### src/rtl/dm_arbiter_pkg.sv
// Shared types and constants for the data-memory arbiter.
package dm_arbiter_pkg;

  typedef enum logic [1:0] {
    ST_IDLE    = 2'd0,
    ST_OWN_CPU = 2'd1,
    ST_OWN_LDR = 2'd2
  } state_e;

  localparam logic OWN_CPU = 1'b0;
  localparam logic OWN_LDR = 1'b1;

  function automatic int hold_width(input int max_hold);
    return (max_hold > 1) ? $clog2(max_hold) : 1;
  endfunction

endpackage

### src/rtl/dm_arbiter.sv
// Two-port arbiter in front of the single-port data memory: CPU and loader/debug
// ports time-share it under a registered owner FSM with a bounded hold time.
module dm_arbiter
  import dm_arbiter_pkg::*;
#(
  parameter int ADDR_W   = 10,
  parameter int DATA_W   = 32,
  parameter int MAX_HOLD = 4
) (
  input  logic              clk_i,
  input  logic              reset_i,
  input  logic              cpu_req_i,
  input  logic              cpu_wr_i,
  input  logic [ADDR_W-1:0] cpu_addr_i,
  input  logic [DATA_W-1:0] cpu_wdata_i,
  output logic              cpu_gnt_o,
  output logic [DATA_W-1:0] cpu_rdata_o,
  output logic              cpu_rvalid_o,
  input  logic              ldr_req_i,
  input  logic              ldr_wr_i,
  input  logic [ADDR_W-1:0] ldr_addr_i,
  input  logic [DATA_W-1:0] ldr_wdata_i,
  output logic              ldr_gnt_o,
  output logic [DATA_W-1:0] ldr_rdata_o,
  output logic              ldr_rvalid_o,
  output logic [ADDR_W-1:0] dm_addr_o,
  output logic [DATA_W-1:0] dm_datain_o,
  output logic              dm_memwr_o,
  output logic              dm_memtoreg_o,
  input  logic [DATA_W-1:0] dm_dataout_i
);

  localparam int              HOLD_W    = hold_width(MAX_HOLD);
  localparam logic [HOLD_W-1:0] HOLD_LAST = HOLD_W'(MAX_HOLD - 1);

  state_e              state_q, state_d;
  logic                last_q, last_d;
  logic [HOLD_W-1:0]   hold_q, hold_d;
  logic [DATA_W-1:0]   cpu_rdata_q, cpu_rdata_d;
  logic [DATA_W-1:0]   ldr_rdata_q, ldr_rdata_d;
  logic                cpu_rvalid_q, cpu_rvalid_d;
  logic                ldr_rvalid_q, ldr_rvalid_d;
  logic                cpu_beat_s, ldr_beat_s;

  assign cpu_gnt_o    = (state_q == ST_OWN_CPU);
  assign ldr_gnt_o    = (state_q == ST_OWN_LDR);
  assign cpu_rdata_o  = cpu_rdata_q;
  assign ldr_rdata_o  = ldr_rdata_q;
  assign cpu_rvalid_o = cpu_rvalid_q;
  assign ldr_rvalid_o = ldr_rvalid_q;

  // A beat needs both ownership and a live request; reset suppresses it so no write escapes.
  assign cpu_beat_s = cpu_gnt_o & cpu_req_i & ~reset_i;
  assign ldr_beat_s = ldr_gnt_o & ldr_req_i & ~reset_i;

  // Owner selection: ties from IDLE go to the port that did not own last.
  always_comb begin
    state_d = state_q;
    case (state_q)
      ST_IDLE: begin
        if (cpu_req_i && ldr_req_i) begin
          state_d = (last_q == OWN_CPU) ? ST_OWN_LDR : ST_OWN_CPU;
        end else if (cpu_req_i) begin
          state_d = ST_OWN_CPU;
        end else if (ldr_req_i) begin
          state_d = ST_OWN_LDR;
        end else begin
          state_d = ST_IDLE;
        end
      end
      ST_OWN_CPU: begin
        if (ldr_req_i && (hold_q == HOLD_LAST)) begin
          state_d = ST_OWN_LDR;
        end else if (cpu_req_i) begin
          state_d = ST_OWN_CPU;
        end else if (ldr_req_i) begin
          state_d = ST_OWN_LDR;
        end else begin
          state_d = ST_IDLE;
        end
      end
      ST_OWN_LDR: begin
        if (cpu_req_i && (hold_q == HOLD_LAST)) begin
          state_d = ST_OWN_CPU;
        end else if (ldr_req_i) begin
          state_d = ST_OWN_LDR;
        end else if (cpu_req_i) begin
          state_d = ST_OWN_CPU;
        end else begin
          state_d = ST_IDLE;
        end
      end
      default: state_d = ST_IDLE;
    endcase
  end

  // Hold counter and last-owner tracking.
  always_comb begin
    hold_d = '0;
    last_d = last_q;
    if ((state_q != ST_IDLE) && (state_d == state_q)) begin
      hold_d = (hold_q == HOLD_LAST) ? hold_q : hold_q + HOLD_W'(1);
    end else begin
      hold_d = '0;
    end
    case (state_q)
      ST_OWN_CPU: last_d = OWN_CPU;
      ST_OWN_LDR: last_d = OWN_LDR;
      default:    last_d = last_q;
    endcase
  end

  // Memory pin mux: only the owner's beat reaches the memory, otherwise all zero.
  always_comb begin
    dm_addr_o     = '0;
    dm_datain_o   = '0;
    dm_memwr_o    = 1'b0;
    dm_memtoreg_o = 1'b0;
    if (cpu_beat_s) begin
      dm_addr_o     = cpu_addr_i;
      dm_datain_o   = cpu_wdata_i;
      dm_memwr_o    = cpu_wr_i;
      dm_memtoreg_o = ~cpu_wr_i;
    end else if (ldr_beat_s) begin
      dm_addr_o     = ldr_addr_i;
      dm_datain_o   = ldr_wdata_i;
      dm_memwr_o    = ldr_wr_i;
      dm_memtoreg_o = ~ldr_wr_i;
    end else begin
      dm_addr_o     = '0;
      dm_datain_o   = '0;
      dm_memwr_o    = 1'b0;
      dm_memtoreg_o = 1'b0;
    end
  end

  // Read-data capture; rdata holds until the same port's next read beat.
  always_comb begin
    cpu_rdata_d  = cpu_rdata_q;
    ldr_rdata_d  = ldr_rdata_q;
    cpu_rvalid_d = 1'b0;
    ldr_rvalid_d = 1'b0;
    if (cpu_beat_s && !cpu_wr_i) begin
      cpu_rdata_d  = dm_dataout_i;
      cpu_rvalid_d = 1'b1;
    end else begin
      cpu_rvalid_d = 1'b0;
    end
    if (ldr_beat_s && !ldr_wr_i) begin
      ldr_rdata_d  = dm_dataout_i;
      ldr_rvalid_d = 1'b1;
    end else begin
      ldr_rvalid_d = 1'b0;
    end
  end

  // State registers with synchronous reset.
  always_ff @(posedge clk_i) begin
    if (reset_i) begin
      state_q      <= ST_IDLE;
      last_q       <= OWN_LDR;
      hold_q       <= '0;
      cpu_rdata_q  <= '0;
      ldr_rdata_q  <= '0;
      cpu_rvalid_q <= 1'b0;
      ldr_rvalid_q <= 1'b0;
    end else begin
      state_q      <= state_d;
      last_q       <= last_d;
      hold_q       <= hold_d;
      cpu_rdata_q  <= cpu_rdata_d;
      ldr_rdata_q  <= ldr_rdata_d;
      cpu_rvalid_q <= cpu_rvalid_d;
      ldr_rvalid_q <= ldr_rvalid_d;
    end
  end

endmodule

### config.mk
export PLATFORM = sky130hd
export DESIGN_NAME = dm_arbiter
export DESIGN_NICKNAME = d
export VERILOG_FILES = /design/src/rtl/dm_arbiter_pkg.sv /design/src/rtl/dm_arbiter.sv
export SDC_FILE = /design/constraint.sdc
export NUM_CORES = 1
export LEC_CHECK = 0
export BUFFER_PORTS_ARGS = -buffer_cell sky130_fd_sc_hd__clkbuf_2
export CELL_PAD_IN_SITES_DETAIL_PLACEMENT = 1
export CELL_PAD_IN_SITES_GLOBAL_PLACEMENT = 1
export CORE_MARGIN = 2
export CORE_UTILIZATION = 29
export CTS_CLUSTER_SIZE = 16
export DETAILED_ROUTE_END_ITERATION = 6
export GPL_TIMING_DRIVEN = 0
export PLACE_DENSITY = 0.9
export SLEW_MARGIN = 20
export SYNTH_ARGS = -nofsm -noshare
export SYNTH_HDL_FRONTEND = slang
export SYNTH_SLANG_ARGS = --single-unit
export TNS_END_PERCENT = 100
### constraint.sdc
create_clock -name clk_i -period 5.6 [get_ports clk_i]
set_clock_uncertainty 0.1 [all_clocks]
set_input_delay 0.56 -clock clk_i [delete_from_list [all_inputs] [get_ports clk_i]]
set_output_delay 0.56 -clock clk_i [all_outputs]
set_load 0.01 [all_outputs]
## Word level (Yosys, flattened, before mapping)

Index checks and enable logic that the tools add are counted.

| word-level totals | value |
|---|---|
| bits in registers | 71 |
| latch bits | 0 |
| RAM bits | 0 |
| memory bits (read-only) | 0 |
| input port bits | 122 |
| output and inout bits | 112 |
| logic and storage cells | 52 |
| memories | 0 |

| cells by class | value |
|---|---|
| $add $sub $neg | 1 |
| multiply operators | 0 |
| divide/modulo/power cells | 0 |
| order comparisons | 0 |
| equal/unequal tests | 4 |
| shift-type cells | 0 |
| muxes and demuxes | 20 |
| bitwise operators | 8 |
| reductions and logical operators | 12 |

Operators with widths:

| kind | number |
|---|---|
| $mux W32 | 2 |
| $mux W10 | 2 |
| $mux W2 | 7 |
| $mux W1 | 7 |
| $logic_and A1 B1 Y1 | 6 |
| $pmux W2 S3 | 1 |
| $and A1 B1 Y1 | 4 |
| $eq A2 B2 Y1 const B | 2 |
| $not A1 Y1 | 4 |
| $reduce_bool A2 Y1 | 2 |
| $add A2 B1 Y2 const B | 1 |
| $eq A2 B1 Y1 const B | 1 |
| $eq A2 B2 Y1 | 1 |
| $logic_not A1 Y1 | 2 |
| $logic_not A2 Y1 | 1 |
| $pmux W1 S2 | 1 |
| $reduce_or A2 Y1 | 1 |

## Longest topological paths before layout

Gate-level depths: netlist of run 1.

| depth | value |
|---|---|
| depth in word-level cells | 8 |
| mapped depth | 8 |
| depth with buffers taken out | 7 |

## Least setup slack after synthesis of run 1

OpenSTA, ideal clock, no wires.

| timing path | value |
|---|---|
| path kind | register -> output |
| start point | register state_q[1] |
| end point | output dm_addr_o[0] |
| data arrival time | 1.687 ns |
| data required time | 4.940 ns |
| setup slack | 3.253 ns |
| stages on the path, launching flop included | 8 |
| buffers on the path | 1 |
| path through | dfxtp_1 inv_1 ha_1 nand2_1 nor2_1 nor2_1 clkbuf_1 a22o_1 |

| on the way | value |
|---|---|
| elaborated cells on any way between the ends | 8 |
| classes of those cells | eq/ne: 2; mux: 2; bitwise: 4 |

RTL lines:

| what | line | source |
|---|---|---|
| from (decl) | dm_arbiter.sv:36 | `state_e state_q, state_d;` |
| from (signal assigned) | dm_arbiter.sv:168 | `state_q <= state_d;` |
| $eq A2 B1 Y1 | dm_arbiter.sv:45 | `assign cpu_gnt_o = (state_q == ST_OWN_CPU);` |
| named net cpu_gnt_o | dm_arbiter.sv:16 | `output logic cpu_gnt_o,` |
| $and A1 B1 Y1 (2 in a row) | dm_arbiter.sv:53 | `assign cpu_beat_s = cpu_gnt_o & cpu_req_i & ~reset_i;` |
| $mux W10 | dm_arbiter.sv:119 | `if (cpu_beat_s) begin` |
| to (decl) | dm_arbiter.sv:26 | `output logic [ADDR_W-1:0] dm_addr_o,` |

The timed path passes the listed nets, and every way through them passes these cells.

## Final worst setup path of run 1

| timing path | value |
|---|---|
| start point | register state_q[1] |
| end point | output dm_datain_o[12] |

| on the way | value |
|---|---|
| cells in the longest elaborated chain, start to end | 5 |
| elaborated cells on any way between the ends | 8 |
| classes of those cells | eq/ne: 2; mux: 2; bitwise: 4 |

Ends and longest elaborated chain:

| what | line | source |
|---|---|---|
| $eq A2 B2 Y1 | dm_arbiter.sv:46 | `assign ldr_gnt_o = (state_q == ST_OWN_LDR);` |
| $and A1 B1 Y1 (2 in a row) | dm_arbiter.sv:54 | `assign ldr_beat_s = ldr_gnt_o & ldr_req_i & ~reset_i;` |
| $mux W32 | dm_arbiter.sv:124 | `end else if (ldr_beat_s) begin` |
| $mux W32 (*) | dm_arbiter.sv:119 |  |
| to (decl) | dm_arbiter.sv:27 | `output logic [DATA_W-1:0] dm_datain_o,` |

Mark *: on every way between the ends. The rest lies on a longest branch, timed or not.

==> flow_summary.ini, run 1 <==
[status]
status = finished, final reports clean

[worst_hold_path]
hp-start = dm_dataout_i[0]
whs_endpoint = cpu_rdata_o[0]
min_path_cells = 3
min_path_type = in -> reg

[die]
io_pins = 234
die_h_um = 108
die_x_um = 108
dieArea_um2 = 11700
fp-row-count = 38
initial_utilization = 0.295
core_um2 = 10700

[pwr]
pwr-share-clk = 0.376
total_power_mw = 1.08
seqPwrFrac = 0.485
peakVddDrop_mv = 0.152
p_leak_nw = 2.22
power_switching_share = 0.287
internal-power_uw = 770
powerDensity_nw_per_um2 = 231
pwr-share-comb = 0.138
p_sw_uw = 310

[timing]
tightest_slew_ps = 557
hold_viol_final = 0
slew_headroom = 0.629
hold_ws_ps = 334
fin_tns_setup_ps = 0
fin_crit_sh = 0.593
rsz0062_at_grt = no
max_freq_ghz = 0.301
slew_viol_final = 0
finalSetupViolCount = 0
fin_crit_ps = 3320

[worst_setup_path]
cp_slowest_cell = nor2_1
crit_path_frequent_cell = nor2_1
required_ps = 4940
rr_endpoint = ldr_rdata_o[23]
crit_arrival_ps = 2660
path_max_fanout = 10
critical_path_buf_inv_count = 3
worstRegToRegCells = 8
crit_type = reg -> out
start_kind = register
crit_chain = inv_1 -> ha_1 -> nand2_1 -> nor2_1 -> nor2_1 -> clkbuf_1 -> a22o_1 -> clkbuf_2
reg2reg_from = state_q[0]
crit_family = simple AND/OR/NAND/NOR gates
critPathCaptureType = output pin
max_stage_delay_ps = 430
r2r_slack_ps = 3230

[drt]
vias = 3676
wl_um = 12700
ant_nets = 0
drc = 0
avgViaCountPerCell = 4.83
drt_iter0_drc = 135
first_pass_iters = 4
wl_per_cell_um = 16.7

[logic_synthesis]
netlist_area_um2 = 3150
synth_ff_type = dfxtp_1
synth_seq_cells = 71
yosysWarnings = 0
syn_avg_cell_area_um2 = 8.45
synth_edf_count = 0
synthCells = 373
synth.distinct_cells = 27
async_reset_ff_frac = 0
synth_nets = 500
yosysSeqAreaShare = 0.451

[clocking]
clk_pin_slew_ps = 100
htree_num_levels = 3
cts_setup_buffers = 0
clock_latency_ps = 340
post_cts_resized = 0
cts_tree = done
clockBufferDepth = 2
cts-root-buf = clkbuf_8
cts_buffers = 9
clock_sinks = 71
hold_buffers = 0

[global_routing]
grt_pass1_wl_um = 19200
antenna_found_initial = 0
first_global_vias = 3826
grt-ovfl-total = 0
grt_max_degree = 15
grt_usage = 0.209

[cells_and_area]
nets = 743
syn2layout_area_growth_pct = 48.5
antennaDiodeCount = 0
drive_gt1_frac = 0.407

[run]
cap_violations = 0

[place]
gp_congestion = 0.743
port_buffers = 232
hpwl_um = 10200
synth_stat cells, types with 2 or more instances:
library cell	instances	share of area
dfxtp_1	71	0.45
nand2_1	67	0.080
nand2b_1	64	0.13
o21ai_1	46	0.073
a22o_1	43	0.12
clkbuf_1	29	0.035
o21ai_0	18	0.029
ha_1	5	0.020
nor3_1	5	0.0079
nor2_1	4	0.0048
inv_1	2	0.0024
mux2i_1	2	0.0064
nand3_1	2	0.0032
nor4_1	2	0.0040
worst max-delay path by stage:
stage / cells after the start / start / end
floorplan: 7 / state_q[1] / dm_addr_o[0]
global placement: 7 / state_q[0] / dm_datain_o[11]
detailed placement: 8 / state_q[1] / dm_datain_o[11]
CTS: 8 / state_q[1] / dm_datain_o[11]
global route: 8 / state_q[1] / dm_datain_o[11]
finish: 8 / state_q[1] / dm_datain_o[12]
cells by family after synthesis:
kind of cell,Yosys count,synth area share
multiplexers,3,0.0111
flip-flops,71,0.451
buffers and inverters,33,0.0421
AND/OR/NAND/NOR,148,0.237
XOR/XNOR,2,0.00556
adder cells (fa/ha/maj),5,0.0199
AO/OA/AOI/OAI,111,0.233
power by group through the flow:
stage,Clock [mW],Sequential [mW],Combinational [mW]
after floorplan,0,0.538,0.0628
after global placement,0,0.535,0.143
after detailed placement,0,0.536,0.150
after CTS,0.414,0.524,0.151
after global routing,0.442,0.526,0.164
final,0.406,0.524,0.150
cells in the final DEF (no fill, tap or decap), types with 4 or more instances in the layout:
cell,instances
a22o_1,43
clkbuf_1,29
clkbuf_2,232
clkbuf_8,10
dfxtp_1,71
ha_1,5
nand2_1,67
nand2b_1,64
nor2_1,4
nor3_1,5
o21ai_0,18
o21ai_1,46
routing by layer:
layer,vias up,track usage,wire length [µm],part of all wire
li1,1760,-,-,-
met1,1762,0.222,4900,0.38
met2,144,0.406,6790,0.53
met3,10,0.0609,963,0.076
met4,0,0.0412,85,0.0067
met5,-,0,0,0
sequential cells by signal, indices dropped and copies added (netlist names):
signal and cells:
state_q 2, hold_q 2, cpu_rdata_o 32, last_q 1
cpu_rvalid_o 1, ldr_rvalid_o 1, ldr_rdata_o 32
per-stage QoR:
step,cells,area [µm²],worst slack (ps),util
floorplan,373,3150,3250,-
global placement,745,4490,2640,0.419
detailed placement,745,4490,2570,0.419
CTS,761,4680,2180,0.437
global route,761,4680,1980,0.437
finish,761,4680,2280,0.437
worst min-delay path, cell delays in order:
cell and delay [ps]:
clkbuf_2 90, nand2_1 40, o21ai_0 60
final cells by class:
type,instances,area (µm²)
clock inverter,6,52.6
fill,1382,6020
inverter,3,12.5
timing repair buffer,232,1160
sequential,71,1420
buffer,30,120
tap,140,175
clock buffer,10,138
multi-input combinational,269,1600
Note: power is estimated with default switching activity, not from simulation.
==> inputs of run 2 (changes only) <==
- ABC_AREA: unset -> 1
- CORE_UTILIZATION: 29 -> 24
- PLACE_DENSITY: 0.9 -> 0.82
- clock period: 5.6 -> 2.7 ns (I/O delays scaled with it)
==> flow_summary.ini, run 2 <==
[drt]
drt_iter0_drc = 219
first_pass_iters = 4
avgViaCountPerCell = 4.44
ant_nets = 0
wl_um = 13600
wl_per_cell_um = 15.1
drc = 0
vias = 4006

[worst_setup_path]
crit_cells = 8
worstRegToRegCells = 8
critical_path_buf_inv_count = 3
cp_slowest_cell = clkbuf_1
crit_type = reg -> out
path_max_fanout = 10
crit_arrival_ps = 2100
crit_chain = inv_1 -> ha_2 -> nand2_2 -> nor2_4 -> clkbuf_1 -> nand2_1 -> nand2_1 -> clkbuf_2
start_kind = register
rr_endpoint = ldr_rdata_o[2]
crit_path_frequent_cell = nand2_1
crit_family = buffers and inverters
critPathCaptureType = output pin
r2r_slack_ps = 660
reg2reg_from = state_q[0]
max_stage_delay_ps = 380
required_ps = 2330

[timing]
fin_crit_sh = 0.913
tightest_slew_ps = 562
worst_slack_ps = 235
fin_crit_ps = 2470
rsz0062_at_grt = no
hold_viol_final = 0
finalSetupViolCount = 0
max_freq_ghz = 0.406
fin_tns_setup_ps = 0
slew_headroom = 0.625
slew_viol_final = 0
hold_ws_ps = 58.4

[worst_hold_path]
whs_endpoint = cpu_rdata_o[2]
min_path_cells = 3
hp-start = dm_dataout_i[2]
min_path_type = in -> reg

[die]
initial_utilization = 0.245
die_h_um = 120
fp-row-count = 42
dieArea_um2 = 14400
die_x_um = 120
core_um2 = 13200
io_pins = 234

[logic_synthesis]
yosysTopAreaCell = dfxtp_1
synth.distinct_cells = 20
synthMostInstantiatedCell = nand2_1
async_reset_ff_frac = 0
synth.area.top_cells = dfxtp_1 44%, nand2_1 27%, nand3_1 7.4%
synth_ff_type = dfxtp_1
synth_nets = 609
netlist_area_um2 = 3230
netlist.area_leader.share = 0.440
synthTopCellsByCount = 233 x nand2_1, 71 x dfxtp_1, 48 x nand3_1, 40 x o21ai_0, 26 x o21ai_1
yosysSeqAreaShare = 0.440
synthCells = 482
synth_edf_count = 0
synth_seq_cells = 71
syn_avg_cell_area_um2 = 6.70
yosysWarnings = 0

[place]
hpwl_um = 10900
dp_slack_ps = 250
placed_cells = 890
gp_congestion = 0.832
port_buffers = 232

[cells_and_area]
drive_gt1_frac = 0.376
final_common_cell = clkbuf_2
instances_no_fill = 903
syn2layout_area_growth_pct = 52.2
antennaDiodeCount = 0
nets = 850
layout_common_cells = 235 x clkbuf_2, 233 x nand2_1, 71 x dfxtp_1, 48 x nand3_1, 40 x o21ai_0

[pwr]
total_power_mw = 2.69
peakVddDrop_mv = 0.237
powerDensity_nw_per_um2 = 546
p_leak_nw = 2.56

[clocking]
clock_sinks = 71
clk_pin_slew_ps = 60
cts-root-buf = clkbuf_16
clock_latency_ps = 330
cts_buffers = 9
clockBufferDepth = 2
cts_tree = done
htree_num_levels = 3

[global_routing]
antenna_found_initial = 0
grt_usage = 0.188
first_global_vias = 3945
grt_pass1_wl_um = 21100
grt_max_degree = 13
grt-ovfl-total = 0

[status]
status = finished, final reports clean

[run]
cap_violations = 0
-- run 2: report_power, final --
part	switching (mW)	internal [mW]
combinational	0.253	0.169
clock	0.448	0.706
sequential	0.0229	1.09
total	0.724	1.96
-- run 2: worst max-delay path by stage --
stage,startpoint,endpoint,slack [ps]
after floorplan,state_q[0],dm_memtoreg_o,800
after global placement,state_q[0],dm_memtoreg_o,290
after detailed placement,state_q[0],dm_memtoreg_o,250
after CTS,state_q[1],dm_memwr_o,10
after global routing,state_q[1],dm_datain_o[22],20
final,state_q[1],dm_datain_o[22],230
-- run 2: cells by family (layout without fill, tap and decap cells) --
family | Yosys count | count (layout) | share of synthesized area
AOI/OAI and AO/OA | 69 | 69 | 0.107
xor gates and xnor gates | 1 | 1 | 0.00271
adders and majority gates | 5 | 5 | 0.0194
buffers and inverters | 43 | 288 | 0.0643
DFF | 71 | 71 | 0.440
muxes | 1 | 1 | 0.00310
and+or+nand+nor | 292 | 292 | 0.364
-- run 2: area by class of cell --
type,count,area (µm²)
inverter,10,37.5
clock buffer,9,225
buffer,29,156
multi-input combinational,368,1620
tap,176,220
timing repair buffer,234,1180
fill,1764,8270
sequential,71,1420
clock inverter,6,62.6
-- run 2: stage by stage --
stage	utilization	cell area, µm²
finish	0.373	4920
floorplan	-	3230
detailed placement	0.350	4610
global route	0.373	4920
CTS	0.373	4930
global placement	0.350	4610
-- run 2: what timing repair did --
item | CTS | global route
gates resized for setup | 4 | 5
setup endpoints to repair | 13 | 37
endpoints found under the hold margin | 0 | 0
buffers inserted | 2 | 0
pin swaps | 1 | 1
hold buffers | 0 | 0
-- run 2: worst min-delay path: stages --
cell,delay (ps)
clkbuf_2,90
nand2_1,40
o21ai_0,50
-- run 2: routing by layer --
metal	vias up	share of wire	GRT usage
li1	2025	-	-
met1	1858	0.46	0.251
met2	108	0.48	0.306
met3	15	0.046	0.0418
met4	0	0.013	0.0463
met5	-	0	0
==> inputs of run 3 (changes only) <==
- ABC_AREA: 1 -> unset
- PLACE_DENSITY: 0.82 -> 0.8
==> flow_summary.ini, run 3 (synthesis gave the netlist of run 1 again) <==
[pwr]
seqPwrFrac = 0.442
power_switching_share = 0.244
peakVddDrop_mv = 0.352
p_leak_nw = 2.30
total_power_mw = 2.46
powerDensity_nw_per_um2 = 511
pwr-share-clk = 0.431
pwr-share-comb = 0.127
internal-power_mw = 1.86
p_sw_uw = 601

[clocking]
hold_buffers = 0
clockBufferDepth = 2
cts-root-buf = clkbuf_16
cts_tree = done
clock_sinks = 71
clk_pin_slew_ps = 60
cts_buffers = 9
htree_num_levels = 3
clock_latency_ps = 330

[cells_and_area]
design_area_um2 = 4830
nets = 742
n_fill_cell = 1595
drive_gt1_frac = 0.430
antennaDiodeCount = 0
syn2layout_area_growth_pct = 53.2
layout_common_cells = 241 x clkbuf_2, 71 x dfxtp_1, 66 x nand2_1, 64 x nand2b_1, 46 x o21ai_1
final_common_cell = clkbuf_2

[worst_setup_path]
required_ps = 2330
crit_chain = inv_1 -> ha_1 -> nand2_2 -> nor2_4 -> nor2_4 -> buf_2 -> a22o_1 -> clkbuf_2
critPathCaptureType = output pin
cp_slowest_cell = dfxtp_1
crit_path_frequent_cell = nor2_4
start_kind = register
critical_path_buf_inv_count = 3
crit_type = reg -> out
max_stage_delay_ps = 400
crit_family = buffers and inverters
crit_arrival_ps = 2150
path_max_fanout = 10

[global_routing]
grt-ovfl-total = 0
antenna_found_initial = 0
first_global_vias = 3892
grt_usage = 0.176
grt_pass1_wl_um = 19700
grt_max_degree = 12

[die]
fp-row-count = 41
die_x_um = 119
dieArea_um2 = 14100
core_um2 = 12700
io_pins = 234
initial_utilization = 0.248
die_h_um = 119

[timing]
finalSetupViolCount = 0
tightest_slew_ps = 560
hold_viol_final = 0
rsz0062_at_grt = no
fin_crit_sh = 0.934
worst_slack_ps = 177
fin_crit_ps = 2520
slew_viol_final = 0
max_freq_ghz = 0.396
slew_headroom = 0.627

[place]
gp_congestion = 0.800
port_buffers = 232
postPlaceCellArea_um2 = 4530
hpwl_um = 10400
dp_slack_ps = -76.5

[drt]
met1_length_um = 4780
route.met2.wl_um = 6580
first_pass_iters = 4
vias = 3620
drc = 0
ant_nets = 0
wl_um = 12700
drt_iter0_drc = 130
avgViaCountPerCell = 4.58
highest_layer = met4
wl_per_cell_um = 16.0
route.met3.wl_um = 1040

[run]
cap_violations = 0

[worst_hold_path]
min_path_type = in -> reg

[status]
status = finished, final reports clean
run 3: changes by cell type in the layout (fill, tap and decap cells not counted), moves of 7 or more:
cell	before	now
clkbuf_1	12	19
buf_2	8	1
a22o_1	0	43
nand2_1	233	66
nand2b_1	0	64
nand3_1	48	2
o21ai_1	26	46
o21ai_0	40	18
run 3: path summary, 6_finish.rpt:
| kind | startpoint | to | slack, ps | depth (start not counted) |
|---|---|---|---|---|
| worst max-delay path | state_q[1] | dm_datain_o[26] | 180 | 8 |
| worst min-delay path | dm_dataout_i[11] | cpu_rdata_o[11] | 50 | 3 |
| worst max register to register | state_q[0] | hold_q[0] | 410 | 7 |
| worst min register to register | ldr_rdata_o[8] | ldr_rdata_o[8] | 360 | 2 |
run 3: final cells by class:
cell class                      instances  area, µm²  area share
Tap cell                              172        215      0.0446
Sequential cell                        71       1420       0.295
Inverter                                3       12.5     0.00259
Buffer                                 29        129      0.0267
Timing Repair Buffer                  232       1160       0.241
Multi-Input combinational cell        269       1620       0.336
Clock inverter                          4       22.5     0.00467
Clock buffer                           11        243      0.0503
run 3: power by group through the flow:
stage	registers [mW]	clock network (mW)	logic [mW]
global route	1.09	1.15	0.345
floorplan	1.12	0	0.130
global placement	1.11	0	0.301
detailed placement	1.11	0	0.312
CTS	1.09	1.12	0.317
finish	1.09	1.06	0.314
run 3: per-layer routing:
| metal | up-vias | GRT usage |
|---|---|---|
| li1 | 1765 | - |
| met1 | 1682 | 0.180 |
| met2 | 151 | 0.324 |
| met3 | 22 | 0.0666 |
| met4 | 0 | 0.0640 |
| met5 | - | 0 |
run 3: worst min-delay path: stages:
cell	delay [ps]
clkbuf_2	90
nand2_1	40
o21ai_1	50
run 3: repair_timing:
| action | CTS | global route |
|---|---|---|
| endpoints found under the setup margin | 44 | 41 |
| resized for setup | 13 | 9 |
| setup buffers | 0 | 0 |
run 3: stage by stage:
stage | std cells | TNS (ps) | utilization | hold slack, ps
2_1_floorplan | 373 | 0 | - | 279
3_3_place_gp | 777 | -172 | 0.356 | 351
3_5_place_dp | 777 | -630 | 0.356 | 355
4_1_cts | 792 | 0 | 0.379 | 36.2
5_1_grt | 791 | 0 | 0.379 | 55.8
6_report | 791 | 0 | 0.379 | 52.8
